--- config.mk ---
export PLATFORM = sky130hd
export DESIGN_NAME = seq_cla_multiplier
export DESIGN_NICKNAME = d
export VERILOG_FILES = /design/src/rtl/seq_cla_multiplier.sv
export SDC_FILE = /design/constraint.sdc
export NUM_CORES = 1
export LEC_CHECK = 0
export CAP_MARGIN = 25
export CORE_ASPECT_RATIO = 1.75
export CORE_MARGIN = 5
export CORE_UTILIZATION = 55
export DETAILED_ROUTE_END_ITERATION = 7
export PLACE_DENSITY = 0.86
export RECOVER_POWER = 25
export SLEW_MARGIN = 5
export SYNTH_ARGS = -nofsm -noshare
export SYNTH_HDL_FRONTEND = slang
export SYNTH_SLANG_ARGS = --single-unit
--- constraint.sdc ---
create_clock -name clk -period 5 [get_ports clk]
set_input_delay 1.25 -clock clk [delete_from_list [all_inputs] [get_ports clk]]
set_output_delay 1.25 -clock clk [all_outputs]
set_load 0.02 [all_outputs]
--- src/rtl/seq_cla_multiplier.sv ---
// rtl/seq_cla_multiplier.sv - 16x16 unsigned shift-add multiplier time-sharing one cla16x16 adder
// Optional macro SEQ_MULT_ZERO_BYPASS_EN: zero operands skip the RUN steps.

module cla16x16 (
  input  logic [15:0] a,
  input  logic [15:0] b,
  input  logic        cin,
  output logic [15:0] sum,
  output logic        cout
);
  logic [15:0] g;
  logic [15:0] p;
  logic [16:0] c;
  logic [3:0]  gg;
  logic [3:0]  gp;
  logic [4:0]  gc;

  // Two-level lookahead: 4-bit group generate/propagate, then ripple inside each group
  always_comb begin
    g  = a & b;
    p  = a ^ b;
    gg = '0;
    gp = '0;
    gc = '0;
    c  = '0;
    for (int k = 0; k < 4; k++) begin
      gg[k] = g[4*k+3]
            | (p[4*k+3] & g[4*k+2])
            | (p[4*k+3] & p[4*k+2] & g[4*k+1])
            | (p[4*k+3] & p[4*k+2] & p[4*k+1] & g[4*k]);
      gp[k] = &p[4*k +: 4];
    end
    gc[0] = cin;
    for (int k = 0; k < 4; k++) begin
      gc[k+1] = gg[k] | (gp[k] & gc[k]);
    end
    for (int k = 0; k < 4; k++) begin
      c[4*k] = gc[k];
      for (int i = 0; i < 3; i++) begin
        c[4*k+i+1] = g[4*k+i] | (p[4*k+i] & c[4*k+i]);
      end
    end
    c[16] = gc[4];
  end

  assign sum  = p ^ c[15:0];
  assign cout = c[16];
endmodule

module seq_cla_multiplier #(
  parameter int WIDTH = 16,
  parameter int CNT_W = 5
) (
  input  logic               clk,
  input  logic               rst_n,
  input  logic               in_valid,
  output logic               in_ready,
  input  logic [WIDTH-1:0]   a,
  input  logic [WIDTH-1:0]   b,
  output logic               out_valid,
  input  logic               out_ready,
  output logic [2*WIDTH-1:0] product,
  output logic               busy
);
  generate
    if (WIDTH != 16) begin : g_bad_width
      $error("seq_cla_multiplier: WIDTH must be 16");
    end
    if ((2 ** CNT_W) <= WIDTH) begin : g_bad_cnt
      $error("seq_cla_multiplier: CNT_W too small for WIDTH");
    end
  endgenerate

  typedef enum logic [1:0] {IDLE, RUN, DONE} state_t;

  state_t           state;
  logic [WIDTH-1:0] mcand;
  logic [WIDTH-1:0] hi;
  logic [WIDTH-1:0] lo;
  logic [CNT_W-1:0] cnt;
  logic [WIDTH-1:0] sum_lo;
  logic             sum_co;

  cla16x16 u_add (
    .a    (hi),
    .b    (mcand),
    .cin  (1'b0),
    .sum  (sum_lo),
    .cout (sum_co)
  );

  assign product = {hi, lo};

  always_ff @(posedge clk or negedge rst_n) begin
    if (!rst_n) begin
      state     <= IDLE;
      in_ready  <= 1'b1;
      out_valid <= 1'b0;
      busy      <= 1'b0;
      mcand     <= '0;
      hi        <= '0;
      lo        <= '0;
      cnt       <= '0;
    end else begin
      case (state)
        IDLE: begin
          if (in_valid && in_ready) begin
            mcand    <= a;
            hi       <= '0;
            lo       <= b;
            cnt      <= '0;
            in_ready <= 1'b0;
            busy     <= 1'b1;
`ifdef SEQ_MULT_ZERO_BYPASS_EN
            if (a == '0 || b == '0) begin
              lo        <= '0;
              state     <= DONE;
              out_valid <= 1'b1;
            end else begin
              state <= RUN;
            end
`else
            state <= RUN;
`endif
          end
        end
        RUN: begin
          // The 17-bit sum shifts in whole, so the adder carry-out lands in hi[15]
          if (lo[0]) begin
            {hi, lo} <= {sum_co, sum_lo, lo[WIDTH-1:1]};
          end else begin
            {hi, lo} <= {1'b0, hi, lo[WIDTH-1:1]};
          end
          if (cnt == CNT_W'(WIDTH - 1)) begin
            cnt       <= '0;
            state     <= DONE;
            out_valid <= 1'b1;
          end else begin
            cnt <= cnt + 1'b1;
          end
        end
        DONE: begin
          if (out_ready) begin
            state     <= IDLE;
            out_valid <= 1'b0;
            busy      <= 1'b0;
            in_ready  <= 1'b1;
          end
        end
        default: begin
          state     <= IDLE;
          in_ready  <= 1'b1;
          out_valid <= 1'b0;
          busy      <= 1'b0;
        end
      endcase
    end
  end
endmodule

### Word-level counts from Yosys, hierarchy flattened

Index checks and enable logic that the tools add are counted.

| word-level totals | value |
|---|---|
| logic and storage cells | 112 |
| input bits | 36 |
| output and inout bits | 35 |
| register bits after elaboration | 58 |

| cells by class | value |
|---|---|
| reductions and logical operators | 11 |
| add/sub/neg operators | 1 |
| bitwise logic cells | 65 |
| muxes and demuxes | 21 |
| equal/unequal tests | 6 |

Operators with widths:

| operator | number |
|---|---|
| $mux W16 | 4 |
| $pmux W16 S2 | 2 |
| $and A1 B1 Y1 | 34 |
| $xor A16 B16 Y16 | 2 |
| $or A1 B1 Y1 | 26 |
| $and A16 B16 Y16 | 1 |
| $reduce_and A4 Y1 | 3 |
| $mux W5 | 2 |
| $pmux W5 S2 | 1 |
| $pmux W1 S3 | 3 |
| $reduce_and A3 Y1 | 3 |
| $mux W2 | 3 |
| $ne A2 B2 Y1 const B | 3 |
| $pmux W2 S3 | 1 |
| $add A5 B1 Y5 const B | 1 |
| $eq A5 B4 Y1 const B | 1 |
| $mux W1 | 5 |
| $reduce_and A2 Y1 | 2 |
| $eq A2 B1 Y1 const B | 1 |
| $eq A2 B2 Y1 const B | 1 |
| $logic_not A2 Y1 | 1 |
| $not A1 Y1 | 2 |
| $reduce_bool A2 Y1 | 1 |
| $logic_and A1 B1 Y1 | 1 |

### Longest topological paths before layout

Gate-level depths: netlist of run 1.

| depth | value |
|---|---|
| depth after elaboration | 18 |
| depth in mapped cells | 12 |
| mapped depth without buffers | 12 |

### Hierarchy

Synthesis of run 1 repeated with hierarchy kept, for this count alone.

| unflattened totals | value |
|---|---|
| cell total of the unflattened synthesis | 295 |
| area total of the unflattened synthesis | 3228.1 um^2 |

Modules (own cells, without submodules):

| module | instances | area each (um^2) | cells an instance | seq. area each (um^2) |
|---|---|---|---|---|
| seq_cla_multiplier | 1 | 2534.9 | 223 | 1452.6 |
| cla16x16 | 1 | 693.2 | 72 | 0.0 |

### Worst setup path after synthesis of run 1

No wires, ideal clock.

| timing path | value |
|---|---|
| path kind | reg-to-reg |
| from | register hi[3] |
| to | register hi[14] |
| data required time | 4872 ps |
| cell stages (with the launch flop) | 13 |
| setup slack | 1850 ps |
| period minus slack after synthesis | 3150 ps |
| arrival | 3022 ps |
| path buffers | 0 |
| library setup time | 128 ps |
| path through | dfrtp_1 > ha_1 > a21oi_1 > o21ai_0 > a21o_1 > a211o_1 > fa_1 > fa_1 > fa_1 > xnor2_1 > nand2_1 > o21ai_0 > o21ai_0 |

| between the ends | value |
|---|---|
| longest elaborated chain between the ends | 18 |
| elaborated cells between the ends (all ways) | 23 |
| those cells by class | mux (2); bitwise (21) |

Ends and longest elaborated chain:

| what | RTL line | source |
|---|---|---|
| start, declared | 78 | `logic [WIDTH-1:0] hi;` |
| start signal, assigned | 130 | `{hi, lo} <= {sum_co, sum_lo, lo[WIDTH-1:1]};` |
| start signal, assigned | 132 | `{hi, lo} <= {1'b0, hi, lo[WIDTH-1:1]};` |
| $xor A16 B16 Y16 | 21 | `p = a ^ b;` |
| $and A1 B1 Y1, on equally long branches | 28, 29, 30 |  |
| $or A1 B1 Y1, or another cell as far along | 28 | `\| (p[4*k+3] & g[4*k+2])` |
| $or A1 B1 Y1 or $and A1 B1 Y1 (tied branches) | 29, 30 |  |
| $or A1 B1 Y1 (*) | 30 | `\| (p[4*k+3] & p[4*k+2] & p[4*k+1] & g[4*k]);` |
| $and A1 B1 Y1 (*) | 35 | `gc[k+1] = gg[k] \| (gp[k] & gc[k]);` |
| $or A1 B1 Y1 (*) | 35 |  |
| $and A1 B1 Y1 (*) | 35 |  |
| [2 not listed] | - |  |
| $or A1 B1 Y1 (*) | 40 | `c[4*k+i+1] = g[4*k+i] \| (p[4*k+i] & c[4*k+i]);` |
| $and A1 B1 Y1 (*) | 40 |  |
| $or A1 B1 Y1 (*) | 40 |  |
| $and A1 B1 Y1 (*) | 40 |  |
| $or A1 B1 Y1 (*) | 40 |  |
| $xor A16 B16 Y16 (*) | 46 | `assign sum = p ^ c[15:0];` |
| $mux W16 (*) | 129 | `if (lo[0]) begin` |
| $pmux W16 S2 (*) | 105 | `case (state)` |

Mark *: on every way between the ends. The rest lies on a longest branch, timed or not.
A chain may end at the register's enable or synchronous reset.

### Final worst setup path of run 1

| timing path | value |
|---|---|
| from | register lo[0] |
| to | output product[0] |

RTL lines:

| what | RTL line | source |
|---|---|---|
| start, declared | 79 | `logic [WIDTH-1:0] lo;` |
| start signal, assigned | 130 |  |
| start signal, assigned | 132 |  |
| end, declared | 62 | `output logic [2*WIDTH-1:0] product,` |

No word-level cell between the ends.

==> results of run 1 <==
==> area by class of cell <==
type | instances | area [µm²] | share of cell area (%)
timing repair buffer | 73 | 731 | 17.9
sequential | 58 | 1450 | 35.5
tap | 76 | 95.1 | 2.33
clock buffer | 16 | 160 | 3.92
multi-input combinational | 256 | 1640 | 40.0
inverter | 3 | 11.3 | 0.276
==> per-stage QoR <==
| step | utilization, % | power, mW | hold WS, ns | instances | area (µm²) |
|---|---|---|---|---|---|
| after CTS | 72.6 | 2.65 | 0.488 | 482 | 4090 |
| final | 72.6 | 2.62 | 0.490 | 482 | 4090 |
| after global routing | 72.6 | 2.86 | 0.513 | 482 | 4090 |
| after detailed placement | 69.7 | 2.28 | 0.473 | 466 | 3930 |
| after floorplan | - | 1.77 | 0.448 | 335 | 3210 |
| after global placement | 69.4 | 2.19 | 0.466 | 465 | 3910 |
==> layout by cell type (no fill, tap or decap), drive strengths merged, types with 4 or more instances in the layout <==
cell	instances
xnor2	4
clkdlybuf4s50	69
nand3	15
a21oi	8
a31oi	16
nor2	20
ha	17
clkbuf	16
nand2	106
dfrtp	57
buf	4
fa	11
o21ai	27
mux2i	11
==> report_power, final <==
part	internal [mW]	switching, mW	total (mW)
clock network	0.195	0.170	0.364
registers	0.671	0.245	0.915
logic	0.640	0.701	1.34
==> kinds of logic (layout without fill, tap and decap cells) <==
group	count (synthesis)	count (layout)	synth area share, %
compound gates	62	62	11.3
xor+xnor	5	5	1.36
fa+ha+maj	28	28	13.5
buf+inv	21	92	4.02
flops	58	58	45.3
mux	11	11	3.43
simple gates	150	150	21.1
==> metal layers <==
| metal | vias to the layer above | GRT usage [%] |
|---|---|---|
| met5 | - | 0 |
| met4 | 0 | 10.2 |
| met3 | 17 | 6.69 |
| met2 | 58 | 36.4 |
| met1 | 1297 | 26.9 |
| li1 | 1274 | - |
==> registers in the layout (all words and copies together), names as in the netlist <==
signal / count
busy: 1
cnt: 5
hi: 16
in_ready: 1
lo: 16
mcand: 16
out_valid: 1
state: 2
==> path summary, 6_finish.rpt <==
check	from	endpoint	slack (ns)	depth (start not counted)
worst min-delay path	mcand[0]	mcand[0]	0.49	2
min in group asynchronous	rst_n	mcand[15]	1.05	2
worst max-delay path	lo[0]	product[0]	1.63	1
worst min register to register	mcand[0]	mcand[0]	0.49	2
worst max register to register	hi[1]	hi[14]	1.71	12
max in group asynchronous	rst_n	lo[15]	3.45	2
==> results.json, run 1 <==
{
  "status": "finished clean",
  "layout-drive-gt1-share_pct": 7.39,
  "insertion_delay_ns": 0.34,
  "cts_tree": "yes",
  "via_count": 2646,
  "nFillCells": 428,
  "ys_warn_count": 0,
  "synth_top_area_share_pct": 44.4,
  "slew_viol_final": 0,
  "top_layer": "met4",
  "crit_type": "flip-flop to output pin",
  "viasPerCell": 5.49,
  "route.met2.wl_mm": 4.04,
  "place_congestion": 0.775,
  "ys_ff_latch": 58,
  "ctsResizeCount": 0,
  "fmax_mhz": 297,
  "row_count": 36,
  "routed_wirelength_mm": 7.44,
  "worst_slew_pin_slew_ns": 0.995,
  "power.density_nw_per_um2": 641,
  "synth_top_cell_by_area": "dfrtp_1",
  "cts_inserted_buffers": 9,
  "finalHoldViolCount": 0,
  "synth.most_common_cell": "nand2_1",
  "globalRouteTotalUtil_pct": 22.6,
  "final.setup_skew_ns": 0.00642,
  "syn_to_final_growth_pct": 27.3,
  "grt_setup_unrepaired": "false",
  "die_area_um2": 7520,
  "antenna_cells": 0,
  "dp_hpwl_mm": 5.28,
  "synth.area.top_cells": "dfrtp_1 (44%), nand2_1 (12%), fa_1 (6.9%)",
  "clockBufferDepth": 2,
  "met1Wirelength_mm": 2.91,
  "period_needed_ns": 3.37,
  "finalSetupViolations": 0,
  "worstPathCellList": "clkdlybuf4s50_1",
  "drtAntennaViolNets": 0,
  "path_delay_family": "flip-flops",
  "worstPathRequired_ns": 3.75,
  "p_leak_nw": 1.96,
  "cts_sinks": 58,
  "syn-cell-area_um2": 3210,
  "cts_setup_buffers": 0,
  "async_reset_ff_share_pct": 100,
  "slew_headroom_pct": 33.7,
  "drtIter0Drc": 142,
  "cap_viol_max_count": 0,
  "vdd_drop_max_v": 0.000341,
  "holdCritPathClass": "flip-flop to flip-flop",
  "finalCritPeriodShare_pct": 67.4,
  "syn-num-nets": 399,
  "layout_setup_ws_ns": 1.63,
  "worst-path-max-fanout": 24,
  "drc": 0,
  "worstPathArrival_ns": 2.12,
  "synthFlopType": "dfrtp_1",
  "critical_path_buf_inv_count": 1,
  "wl_met3_um": 283,
  "core_um2": 5630,
  "die_height_um": 111,
  "pre_cts_ws_ns": 1.68,
  "io_pins": 71,
  "yosysSeqAreaShare_pct": 45.3,
  "grt_max_degree": 59,
  "grt-ovfl-total": 0,
  "slowest_stage": "dfrtp_1",
  "grt_pass1_vias": 2695,
  "tns_ns": 0,
  "max_stage_delay_ns": 0.99,
  "syn_area_per_cell_um2": 9.58,
  "portBuffers": 70,
  "htreeDepth": 3,
  "avgRoutedWirePerCell_um": 15.4,
  "yosys-top-cells-count": "nand2_1 (106), dfrtp_1 (57), nor2_1 (20)",
  "antenna_found_initial": 0,
  "final_nets": 465,
  "grt_pass1_wl_mm": 12.9,
  "postCtsHoldBufs": 0,
  "start_kind": "flip-flop",
  "clkSlewWorstSetupHoldPaths_ns": 0.06,
  "syn_inst": 335,
  "synth_edf_count": 0,
  "initial_core_util_pct": 57.0,
  "synth_cell_type_count": 36,
  "drtPass1Iterations": 4,
  "cts_root_buffer": "clkbuf_8",
  "cp-end-kind": "output pin",
  "die_x_um": 67.7
}
Power figures use the tool's default switching activity.
==> run 2: changes to the inputs <==
--- a/config.mk
+++ b/config.mk
@@ -8,9 +8,9 @@
 export CAP_MARGIN = 25
 export CORE_ASPECT_RATIO = 1.75
 export CORE_MARGIN = 5
-export CORE_UTILIZATION = 55
+export CORE_UTILIZATION = 51
 export DETAILED_ROUTE_END_ITERATION = 7
-export PLACE_DENSITY = 0.86
+export PLACE_DENSITY = 0.81
 export RECOVER_POWER = 25
 export SLEW_MARGIN = 5
 export SYNTH_ARGS = -nofsm -noshare
==> constraint.sdc (replaced) <==
create_clock -name clk -period 3.4 [get_ports clk]
set_input_delay 0.85 -clock clk [delete_from_list [all_inputs] [get_ports clk]]
set_output_delay 0.85 -clock clk [all_outputs]
set_load 0.02 [all_outputs]
==> results.json, run 2 (synthesis results as in run 1) <==
{
  "status": "finished clean",
  "worst-path-max-fanout": 5,
  "via_count": 2683,
  "pre_cts_ws_ns": 0.120,
  "finalHoldViolCount": 0,
  "insertion_delay_ns": 0.33,
  "r2r_end": "hi[14]",
  "power.switching_mw": 1.69,
  "io_pins": 71,
  "antenna_found_initial": 0,
  "cts_root_buffer": "clkbuf_8",
  "grt_pass1_wl_mm": 12.6,
  "final.setup_skew_ns": 0.00716,
  "holdCritPathClass": "flip-flop to flip-flop",
  "antenna_cells": 0,
  "p_int_mw": 2.31,
  "drc": 0,
  "r2r_slack_ns": 0.19,
  "place_congestion": 0.812,
  "cts_inserted_buffers": 9,
  "start_kind": "flip-flop",
  "die_area_um2": 8040,
  "clockBufferDepth": 2,
  "power_frac_clock_pct": 14.8,
  "period_needed_ns": 3.21,
  "layout-drive-gt1-share_pct": 9.71,
  "row_count": 38,
  "grt_setup_unrepaired": "false",
  "syn_to_final_growth_pct": 29.4,
  "r2r-start": "hi[5]",
  "total_power_mw": 4.00,
  "worstPathRequired_ns": 3.57,
  "combPwrFrac_pct": 52.0,
  "layout_common_cells": "nand2_1 (105), clkdlybuf4s50_1 (69), dfrtp_1 (56), nor2_1 (20)",
  "cts_sinks": 58,
  "holdPathEnd": "mcand[15]",
  "grt-ovfl-total": 0,
  "worstPathArrival_ns": 3.38,
  "initial_core_util_pct": 51.9,
  "switching_share_pct": 42.2,
  "final_common_cell": "nand2_1",
  "routed_wirelength_mm": 7.63,
  "avgRoutedWirePerCell_um": 15.5,
  "power.density_nw_per_um2": 963,
  "holdPathStages": 2,
  "drtPass1Iterations": 5,
  "htreeDepth": 3,
  "cp-end-kind": "flip-flop",
  "finalSetupViolations": 0,
  "drtIter0Drc": 160,
  "p_leak_nw": 2.00,
  "fmax_mhz": 311,
  "globalRouteTotalUtil_pct": 19.6,
  "clkSlewWorstSetupHoldPaths_ns": 0.06,
  "cts_tree": "yes",
  "vdd_drop_max_v": 0.000509,
  "reg2reg_depth": 12,
  "worst_slew_pin_slew_ns": 1.41,
  "portBuffers": 70,
  "fin_cells": 492,
  "grt_max_degree": 59,
  "min_from": "mcand[15]",
  "viasPerCell": 5.45,
  "die_height_um": 115,
  "top_regs": "hi (16), lo (16), mcand (16)",
  "layout_setup_ws_ns": 0.188,
  "grt_pass1_vias": 2688,
  "cap_viol_max_count": 0,
  "finalCritPeriodShare_pct": 94.5,
  "final_nets": 471,
  "tns_ns": 0,
  "slew_headroom_pct": 6.04,
  "crit_type": "flip-flop to flip-flop",
  "dp_hpwl_mm": 5.41,
  "drtAntennaViolNets": 0,
  "seqPwrFrac_pct": 33.2,
  "core_um2": 6180,
  "dp_cells": 472,
  "die_x_um": 70.0,
  "slew_viol_final": 0
}
## run 2: how the worst max path moves through the flow
stage	start	endpoint	slack (ns)	cells past startpoint
2_1_floorplan	hi[3]	hi[14]	0.25	12
3_3_place_gp	hi[3]	hi[14]	0.20	12
3_5_place_dp	hi[3]	hi[14]	0.12	12
4_1_cts	hi[3]	hi[14]	0.10	12
5_1_grt	hi[3]	hi[14]	0.02	12
6_report	hi[5]	hi[14]	0.19	12
## run 2: through the flow
stage	utilization [%]	hold slack (ns)	instance area [µm²]
after floorplan	-	0.448	3210
after global placement	63.6	0.466	3930
after detailed placement	63.6	0.486	3930
after CTS	66.5	0.501	4110
after global routing	67.2	0.527	4150
final	67.2	0.501	4150
## run 2: layout make-up
cell class	instances	area, µm²
flip-flops and latches	58	1450
repair buffers	79	761
well taps	80	100
clock inverters	3	40.0
inverters	3	11.3
clock buffers	13	139
multi-input cells	256	1650
fillers	506	2030
## run 2: power groups by stage
stage               Sequential, mW  Combinational (mW)  Clock, mW
finish                        1.33                2.08      0.593
global route                  1.38                2.32      0.639
CTS                           1.32                2.03      0.604
detailed placement            1.33                2.01          0
global placement              1.32                1.91          0
floorplan                     1.45                1.16          0
## run 2: timing repair
item / in CTS / in global routing
setup endpoints to repair: 0 / 1
buffers inserted: 0 / 4
endpoints found under the hold margin: 0 / 0
hold buffers: 0 / 0
gates resized for setup: 0 / 3
## run 2: worst max-delay path, stage by stage, from the launching register on
cell and delay (ns):
dfrtp_1 0.44, ha_1 0.34, a21oi_1 0.15, o21ai_0 0.09, a21o_1 0.20, a211o_1 0.28, fa_1 0.38, fa_1 0.39
fa_1 0.39, xnor2_1 0.18, nand2_1 0.07, o21ai_0 0.07, o21ai_0 0.09
## run 2: routing by layer
layer	track usage (%)	vias up	wire, µm
met5	0	-	0
met4	7.03	0	94
met3	3.94	8	292
met2	34.4	55	4210
met1	23.9	1339	3030
li1	-	1281	-
==> run 3: changes to the inputs <==
--- a/config.mk
+++ b/config.mk
@@ -12,7 +12,7 @@
 export DETAILED_ROUTE_END_ITERATION = 7
 export PLACE_DENSITY = 0.81
 export RECOVER_POWER = 25
-export SLEW_MARGIN = 5
+export SLEW_MARGIN = 20
 export SYNTH_ARGS = -nofsm -noshare
 export SYNTH_HDL_FRONTEND = slang
 export SYNTH_SLANG_ARGS = --single-unit
==> results of run 3 <==
No change in the layout: final DEF, timing and power equal those of run 2.
